[src/rtl/alu_reg32.sv]
// alu_reg32 : MIPS-style integer ALU with registered outputs.
//
// One operation is accepted every cycle and its result and flags appear
// after the next rising clock edge (latency 1, no handshake).
//
// Ports:
//   clk      in   1      rising-edge clock
//   rst      in   1      synchronous active-high reset, clears all outputs
//   a        in   WIDTH  operand A; low log2(WIDTH) bits are the shift amount
//   b        in   WIDTH  operand B; shifted value and LUI source
//   aluc     in   4      opcode
//   r        out  WIDTH  registered result
//   zero     out  1      registered (r == 0)
//   carry    out  1      registered carry / borrow / last shifted-out bit
//   negative out  1      registered sign flag (r[0] for SLT)
//   overflow out  1      registered signed overflow (ADD/SUB only)

module alu_reg32 #(
    parameter int unsigned WIDTH = 32
) (
    input  logic             clk,
    input  logic             rst,
    input  logic [WIDTH-1:0] a,
    input  logic [WIDTH-1:0] b,
    input  logic [3:0]       aluc,
    output logic [WIDTH-1:0] r,
    output logic             zero,
    output logic             carry,
    output logic             negative,
    output logic             overflow
);

    localparam int unsigned SW  = $clog2(WIDTH);
    localparam int unsigned MSB = WIDTH - 1;

    typedef enum logic [3:0] {
        OP_ADDU = 4'b0000,
        OP_SUBU = 4'b0001,
        OP_ADD  = 4'b0010,
        OP_SUB  = 4'b0011,
        OP_AND  = 4'b0100,
        OP_OR   = 4'b0101,
        OP_XOR  = 4'b0110,
        OP_NOR  = 4'b0111,
        OP_LUI0 = 4'b1000,
        OP_LUI1 = 4'b1001,
        OP_SLTU = 4'b1010,
        OP_SLT  = 4'b1011,
        OP_SRA  = 4'b1100,
        OP_SRL  = 4'b1101,
        OP_SLL0 = 4'b1110,
        OP_SLL1 = 4'b1111
    } op_e;

    logic [SW-1:0]    w_shamt;
    logic [WIDTH:0]   w_sum;
    logic [WIDTH:0]   w_diff;
    logic             w_slt;
    logic             w_sltu;
    logic [WIDTH:0]   w_sll_ext;
    logic [WIDTH:0]   w_srl_ext;
    logic [WIDTH:0]   w_sra_ext;
    logic             w_add_ovf;
    logic             w_sub_ovf;
    logic [WIDTH-1:0] w_res;
    logic             w_carry;
    logic             w_neg;
    logic             w_ovf;

    assign w_shamt = a[SW-1:0];

    // Extra top bit of the widened sum/difference is the carry/borrow.
    assign w_sum  = {1'b0, a} + {1'b0, b};
    assign w_diff = {1'b0, a} - {1'b0, b};
    assign w_slt  = $signed(a) < $signed(b);
    assign w_sltu = a < b;

    // Shifts are done one bit wider so the last bit shifted out lands in
    // the guard bit; with a zero shift amount the guard bit stays 0.
    assign w_sll_ext = {1'b0, b} << w_shamt;
    assign w_srl_ext = {b, 1'b0} >> w_shamt;
    assign w_sra_ext = $signed({b, 1'b0}) >>> w_shamt;

    assign w_add_ovf = (a[MSB] == b[MSB]) && (w_sum[MSB]  != a[MSB]);
    assign w_sub_ovf = (a[MSB] != b[MSB]) && (w_diff[MSB] != a[MSB]);

    always_comb begin
        w_res   = '0;
        w_carry = 1'b0;
        w_ovf   = 1'b0;
        case (op_e'(aluc))
            OP_ADDU: begin
                w_res   = w_sum[WIDTH-1:0];
                w_carry = w_sum[WIDTH];
            end
            OP_SUBU: begin
                w_res   = w_diff[WIDTH-1:0];
                w_carry = w_diff[WIDTH];
            end
            OP_ADD: begin
                w_res = w_sum[WIDTH-1:0];
                w_ovf = w_add_ovf;
            end
            OP_SUB: begin
                w_res = w_diff[WIDTH-1:0];
                w_ovf = w_sub_ovf;
            end
            OP_AND:  w_res = a & b;
            OP_OR:   w_res = a | b;
            OP_XOR:  w_res = a ^ b;
            OP_NOR:  w_res = ~(a | b);
            OP_LUI0,
            OP_LUI1: w_res = {b[WIDTH/2-1:0], {(WIDTH/2){1'b0}}};
            OP_SLTU: begin
                w_res   = {{(WIDTH-1){1'b0}}, w_sltu};
                w_carry = w_sltu;
            end
            OP_SLT:  w_res = {{(WIDTH-1){1'b0}}, w_slt};
            OP_SRA: begin
                w_res   = w_sra_ext[WIDTH:1];
                w_carry = w_sra_ext[0];
            end
            OP_SRL: begin
                w_res   = w_srl_ext[WIDTH:1];
                w_carry = w_srl_ext[0];
            end
            OP_SLL0,
            OP_SLL1: begin
                w_res   = w_sll_ext[WIDTH-1:0];
                w_carry = w_sll_ext[WIDTH];
            end
            default: begin
                w_res   = '0;
                w_carry = 1'b0;
                w_ovf   = 1'b0;
            end
        endcase
    end

    // SLT reports its comparison outcome on the sign flag.
    assign w_neg = (op_e'(aluc) == OP_SLT) ? w_res[0] : w_res[MSB];

    always_ff @(posedge clk) begin
        if (rst) begin
            r        <= '0;
            zero     <= 1'b0;
            carry    <= 1'b0;
            negative <= 1'b0;
            overflow <= 1'b0;
        end else begin
            r        <= w_res;
            zero     <= (w_res == '0);
            carry    <= w_carry;
            negative <= w_neg;
            overflow <= w_ovf;
        end
    end

endmodule

[config.mk]
export PLATFORM = sky130hd
export DESIGN_NAME = alu_reg32
export DESIGN_NICKNAME = d
export VERILOG_FILES = /design/src/rtl/alu_reg32.sv
export SDC_FILE = /design/constraint.sdc
export NUM_CORES = 1
export LEC_CHECK = 0
export ABC_AREA = 1
export CORE_ASPECT_RATIO = 1.5
export CORE_MARGIN = 2
export CORE_UTILIZATION = 40
export CTS_BUF_LIST = sky130_fd_sc_hd__clkbuf_2
export DETAILED_ROUTE_END_ITERATION = 16
export HOLD_SLACK_MARGIN = 0.15
export PLACE_DENSITY = 0.58
export SLEW_MARGIN = 20
export SYNTH_ARGS = -nofsm -noshare
export SYNTH_HDL_FRONTEND = slang
export SYNTH_SLANG_ARGS = --single-unit
[constraint.sdc]
create_clock -name clk -period 3.2 [get_ports clk]
set_input_delay 0.96 -clock clk [delete_from_list [all_inputs] [get_ports clk]]
set_output_delay 0.96 -clock clk [all_outputs]
set_load 0.1 [all_outputs]
==> impl_metrics.ini, run 1 <==
[run_status]
status = finished with violations
violations = setup timing

[place]
preCtsSetupSlack_ns = -1.25
port_buffers = 105
gp_congestion = 1.14
dpl.hpwl_um = 63900
dp_cells = 3239
place_area_mm2 = 0.0171

[global_routing]
grt_pass1_vias = 18900
grt_pass1_wl_um = 112000
grt_max_degree = 53
track_usage = 0.505
antenna_found_initial = 6
grt_overflow = 0

[logic_synthesis]
muxShareOfSynthArea = 0
ys_seq_area_frac = 0.0624
synth.most_common_cell = nand2_1
syn_area_mm2 = 0.0115
synth.yosys.warnings = 0
ys_seq_elements = 36
synth_enable_flop_cells = 0
syn_nets = 2426
synth_cells = 2258
synth_top_family_by_area = simple AND/OR/NAND/NOR gates
synth_area_leaders = nand2_1 24%, nand3_1 17%, ha_1 10%, inv_1 8.8%, nor2_1 6.7%
synthXorXnorAreaFrac = 0.00531
synth_top_cell_by_area = nand2_1
yosysUniqueCellTypes = 48
ys_top_cells_by_count = 744 x nand2_1, 382 x nand3_1, 272 x inv_1
synth_top_cell_area_share = 0.242
synth_flop_cell = dfxtp_1
avgSynthCellArea_um2 = 5.11
synth-adder-area-share = 0.108
synth_compound_area_frac = 0.137
async_flop_share = 0
yosys.area_share.simple = 0.541

[route]
ant_nets = 0
routed_wl_um = 79300
vias = 19300
drt_iter0_markers = 2222
drc = 0
highest_layer = met5
route.met3.wl_um = 9100
drtPass1Iterations = 9
route.met2.wl_um = 33800
met1_length_um = 25800
vias_per_cell = 5.91
wire_per_inst_um = 24.2

[final_layout]
drive_gt1_frac = 0.352
finalInstanceArea_mm2 = 0.0188
multi_input_area_mm2 = 0.0105
fin_util = 0.661
syn_to_final_growth_pct = 63.3
fin_nets = 3086
n_fill_cell = 2803
finalNonFillerCells = 3274
final-seq-area_um2 = 721

[sta]
period_share = 1.03
hold_ws_ns = 1.20
fmax_mhz = 303
fin_crit_ns = 3.30
slew_viol_final = 0
relSlewSlack = 0.671
hold_viol = 0
tightestPinTransition_ns = 0.488
finalSetupTns_ns = -0.191
setup_ws_ns = -0.100
setup_viol = 2

[floorplanning]
die_x_um = 143
initial_core_util = 0.405
core_mm2 = 0.0285
fp.dieArea_mm2 = 0.0303
fp-row-count = 76
die-height_um = 212
ios = 106

[power_and_ir_drop]
power_density_mw_per_mm2 = 248
leakagePower_nw = 10.2
total_power_mw = 4.68
vdd_drop_max_mv = 0.222

[worst_hold_path]
hold_path_class = in -> reg

[job]
maxCapViolCount = 0

[setup_path]
critPathRequiredTime_ns = 3.69
crit_arrival_ns = 3.79
cp-start-kind = input pin
cp-end-kind = flop
crit_fanout = 4
crit_type = in -> reg

[clocking]
htreeDepth = 2
numCtsBuffers = 5
root_buffer = clkbuf_2
clk_pin_slew_ns = 0.33
ctsHoldBuffers = 0
cts_tree = built
clockBufferDepth = 2
cts.sinks = 36
[final timing paths]
check / endpoint / from / cells after the start / slack (ns)
max: r[26] / b[24] / 17 / -0.10
min: overflow / aluc[0] / 5 / 1.20
[where the power goes]
group	internal [mW]	total, mW	switching [mW]	leakage [nW]
Clock	0.130	0.342	0.212	0.0390
Combinational	1.46	3.82	2.37	9.82
Sequential	0.491	0.511	0.0202	0.297
[final cells by class]
cell class / count / share of cell area
antenna: 4 / 0.000531
clock buffer: 5 / 0.00133
clock inverter: 3 / 0.00226
inverter: 286 / 0.0575
multi-input combinational: 1836 / 0.558
sequential: 36 / 0.0382
tap: 351 / 0.0233
timing repair buffer: 753 / 0.319
[cells in the final DEF, fill, tap and decap left out, types with 8 or more instances in the layout]
cell,instances
inv_2,44
nand4_1,36
ha_4,26
nand2_1,684
o21ai_0,67
o21ai_2,14
nor3_1,18
ha_2,8
nand2_4,18
dlygate4sd2_1,9
dfxtp_1,36
o221ai_1,8
inv_1,237
o21ai_1,28
buf_4,667
a21oi_4,9
o211ai_1,17
ha_1,62
nor2_1,143
nor2_2,45
nand3_1,362
a21oi_2,32
buf_12,11
a21oi_1,59
o22ai_1,17
nand3_2,23
clkdlybuf4s50_1,37
nor2_4,27
dlymetal6s2s_1,20
nand2_2,58
[timing repair]
action                                  in CTS  in global routing
pin swaps                                   20                 81
hold endpoints to repair                     0                  0
gates resized for setup                    161                266
buffers inserted                             7                 17
endpoints found under the setup margin      27                 27
[state kept, by name, summed over array words and instances, names as in the netlist]
signal,flops
r,32
carry,1
negative,1
overflow,1
zero,1
[worst max-delay path, cell delays in order]
cell and delay [ns]:
clkdlybuf4s50_1 0.48, inv_1 0.10, ha_4 0.30, buf_4 0.14, nand2_1 0.09, nor2_1 0.16
buf_4 0.12, inv_1 0.06, nor2_4 0.36, nand3_4 0.25, nand3_1 0.14, nand2_1 0.06
nand2_1 0.05, nand2_1 0.10, nand2_2 0.27, nand2_1 0.08, inv_1 0.06
[routing by layer]
layer | vias to the layer above | global-route usage
li1 | 8666 | -
met1 | 8733 | 0.525
met2 | 1390 | 0.792
met3 | 540 | 0.152
met4 | 4 | 0.504
met5 | - | 0
[cells by family (layout without fill, tap and decap cells)]
group,after synthesis,count (layout)
XOR/XNOR,7,7
flip-flops,36,36
AND/OR/NAND/NOR,1452,1452
AO/OA/AOI/OAI,279,279
buffers and inverters,386,1047
adder cells (fa/ha/maj),98,98
other,0,4
Power figures use the tool's default switching activity.
==> run 2, diff against run 1 <==
Settings changed: HOLD_SLACK_MARGIN 0.15 to 0.06, PLACE_DENSITY 0.58 to 0.56, SLEW_MARGIN 20 to not set.
Clock period 3.2 ns to 4 ns, I/O delays scaled along.
==> impl_metrics.ini, run 2 (synthesized netlist as in run 1, its figures left out) <==
[setup_path]
worst_path_max_delay_cell = clkdlybuf4s50_1
critPathRequiredTime_ns = 4.37
crit_chain = clkdlybuf4s50_1 > inv_1 > ha_1 > buf_4 > inv_1 > nand2_1 > nand2_1 > nand2_1 > nand2_1 > nand2_1 > nand2_1 > a21oi_2 > buf_4 > buf_4 > nand2_1 > nand2_1 > nand3_2 > nand4_1 > nor2_2 > nand2_1 > nor2_1 > nand2_1 > nor2_1
crit_path_max_incr_delay_ns = 0.50
cpMostUsedCell = nand2_1
cp-end-kind = flop
crit_fanout = 5
cp-start-kind = input pin
crit_type = in -> reg
crit_arrival_ns = 4.44

[global_routing]
track_usage = 0.485
grt_pass1_wl_um = 107000
grt_pass1_vias = 18000
antenna_found_initial = 1
grt_overflow = 0
grt_max_degree = 67

[sta]
relSlewSlack = 0.308
tightestPinTransition_ns = 1.04
period_share = 1.02
setup_viol = 1
slew_viol_final = 0
rsz0062_at_grt = yes
hold_viol = 0
fin_crit_ns = 4.06
setup_ws_ns = -0.0605
fmax_mhz = 246

[clocking]
htreeDepth = 2
clk_pin_slew_ns = 0.28
cts.sinks = 36
cts_tree = built
ctsHoldBuffers = 0
clockBufferDepth = 2
root_buffer = clkbuf_2
numCtsBuffers = 5

[final_layout]
syn_to_final_growth_pct = 45.5
antenna_cells = 0
largest_register_ffs = 32
layout_commonest_cell = nand2_1
fin_nets = 2973
finalNonFillerCells = 3157
fin_util = 0.589
mostFrequentLayoutCells = 738 x nand2_1, 527 x buf_4, 375 x nand3_1
drive_gt1_frac = 0.229
n_fill_cell = 3011
top_register = r

[route]
routed_wl_um = 75100
vias_per_cell = 5.82
drt_iter0_markers = 1986
vias = 18400
ant_nets = 0
drtPass1Iterations = 8
wire_per_inst_um = 23.8
drc = 0

[run_status]
violations = setup timing
status = finished with violations

[place]
dpl.hpwl_um = 62700
port_buffers = 105
gp_congestion = 1.14
dp_cells = 3144

[floorplanning]
fp-row-count = 76
initial_core_util = 0.405
fp.dieArea_mm2 = 0.0303
core_mm2 = 0.0285
die_x_um = 143
ios = 106
die-height_um = 212

[power_and_ir_drop]
power_frac_comb = 0.803
seq_power_share = 0.119
internal_power_mw = 1.51
leakagePower_nw = 9.18
p_sw_frac = 0.555
power_density_mw_per_mm2 = 201
vdd_drop_max_mv = 0.156
p_switching_mw = 1.88
pwr-share-clk = 0.078

[worst_hold_path]
hold_end = r[20]
hold_depth = 3
hold_start = rst
hold_path_class = in -> reg

[job]
maxCapViolCount = 0
[run 2: cell count changes in the layout (fill, tap and decap cells not counted), moves of 26 or more]
cell / delta
nand2_2: -37
buf_4: -140
ha_1: +30
a21oi_1: +32
inv_2: -32
nor2_2: -29
inv_1: +35
nand2_1: +54
nor2_1: +51
clkdlybuf4s50_1: +61
ha_4: -26
[run 2: how the worst max path moves through the flow]
stage	to	cells after the start	slack [ns]	startpoint
2_1_floorplan	zero	22	0.52	a[4]
3_3_place_gp	zero	19	-0.77	b[11]
3_5_place_dp	r[28]	17	-0.79	b[11]
4_1_cts	zero	22	0.007	a[0]
5_1_grt	zero	22	-0.12	a[0]
6_report	zero	23	-0.06	a[17]
[run 2: metrics by stage]
| step | area (um^2) | worst slack [ns] | setup TNS, ns | hold slack [ns] | total power, mW |
|---|---|---|---|---|---|
| after floorplan | 11500 | 0.520 | 0 | 1.41 | 1.70 |
| after global placement | 16500 | -0.775 | -6.15 | 1.70 | 2.96 |
| after detailed placement | 16500 | -0.791 | -6.32 | 1.70 | 2.98 |
| after CTS | 16700 | 0.00672 | 0 | 1.54 | 3.26 |
| after global routing | 16800 | -0.123 | -0.123 | 1.57 | 3.53 |
| final | 16800 | -0.0605 | -0.0605 | 1.54 | 3.38 |
[run 2: critical path, delay by kind of cell]
family                     cells  cell delay, ns
and+or+nand+nor               15            1.57
buffers and inverters          6            1.15
adders and majority gates      1            0.43
AOI/OAI and AO/OA              1            0.06
[run 2: timing repair]
| item | in CTS | in global routing |
|---|---|---|
| setup buffers | 1 | 4 |
| cloned | 0 | 0 |
| endpoints found under the setup margin | 3 | 13 |
| pin swaps | 2 | 6 |
| gates resized for setup | 15 | 30 |
[run 2: power groups by stage]
| stage | Clock, mW | Combinational, mW | Sequential [mW] |
|---|---|---|---|
| finish | 0.264 | 2.72 | 0.403 |
| floorplan | 0 | 1.05 | 0.649 |
| global placement | 0 | 2.55 | 0.409 |
| detailed placement | 0 | 2.57 | 0.410 |
| CTS | 0.265 | 2.59 | 0.403 |
| global route | 0.277 | 2.85 | 0.405 |
[run 2: area by class of cell]
class | instances | area, um^2 | share of cell area
inverter | 286 | 1080 | 0.0641
clock inverter | 3 | 42.5 | 0.00253
clock buffer | 5 | 25.0 | 0.00149
multi-input combinational | 1836 | 9280 | 0.553
tap | 351 | 439 | 0.0261
sequential | 36 | 721 | 0.0429
timing repair buffer | 640 | 5210 | 0.310
[run 2: routing by layer]
metal,up-vias,share of wire,GRT usage
li1,8435,-,-
met1,8256,0.34,0.526
met2,1222,0.45,0.796
met3,449,0.092,0.0739
met4,0,0.12,0.465
met5,-,0,0
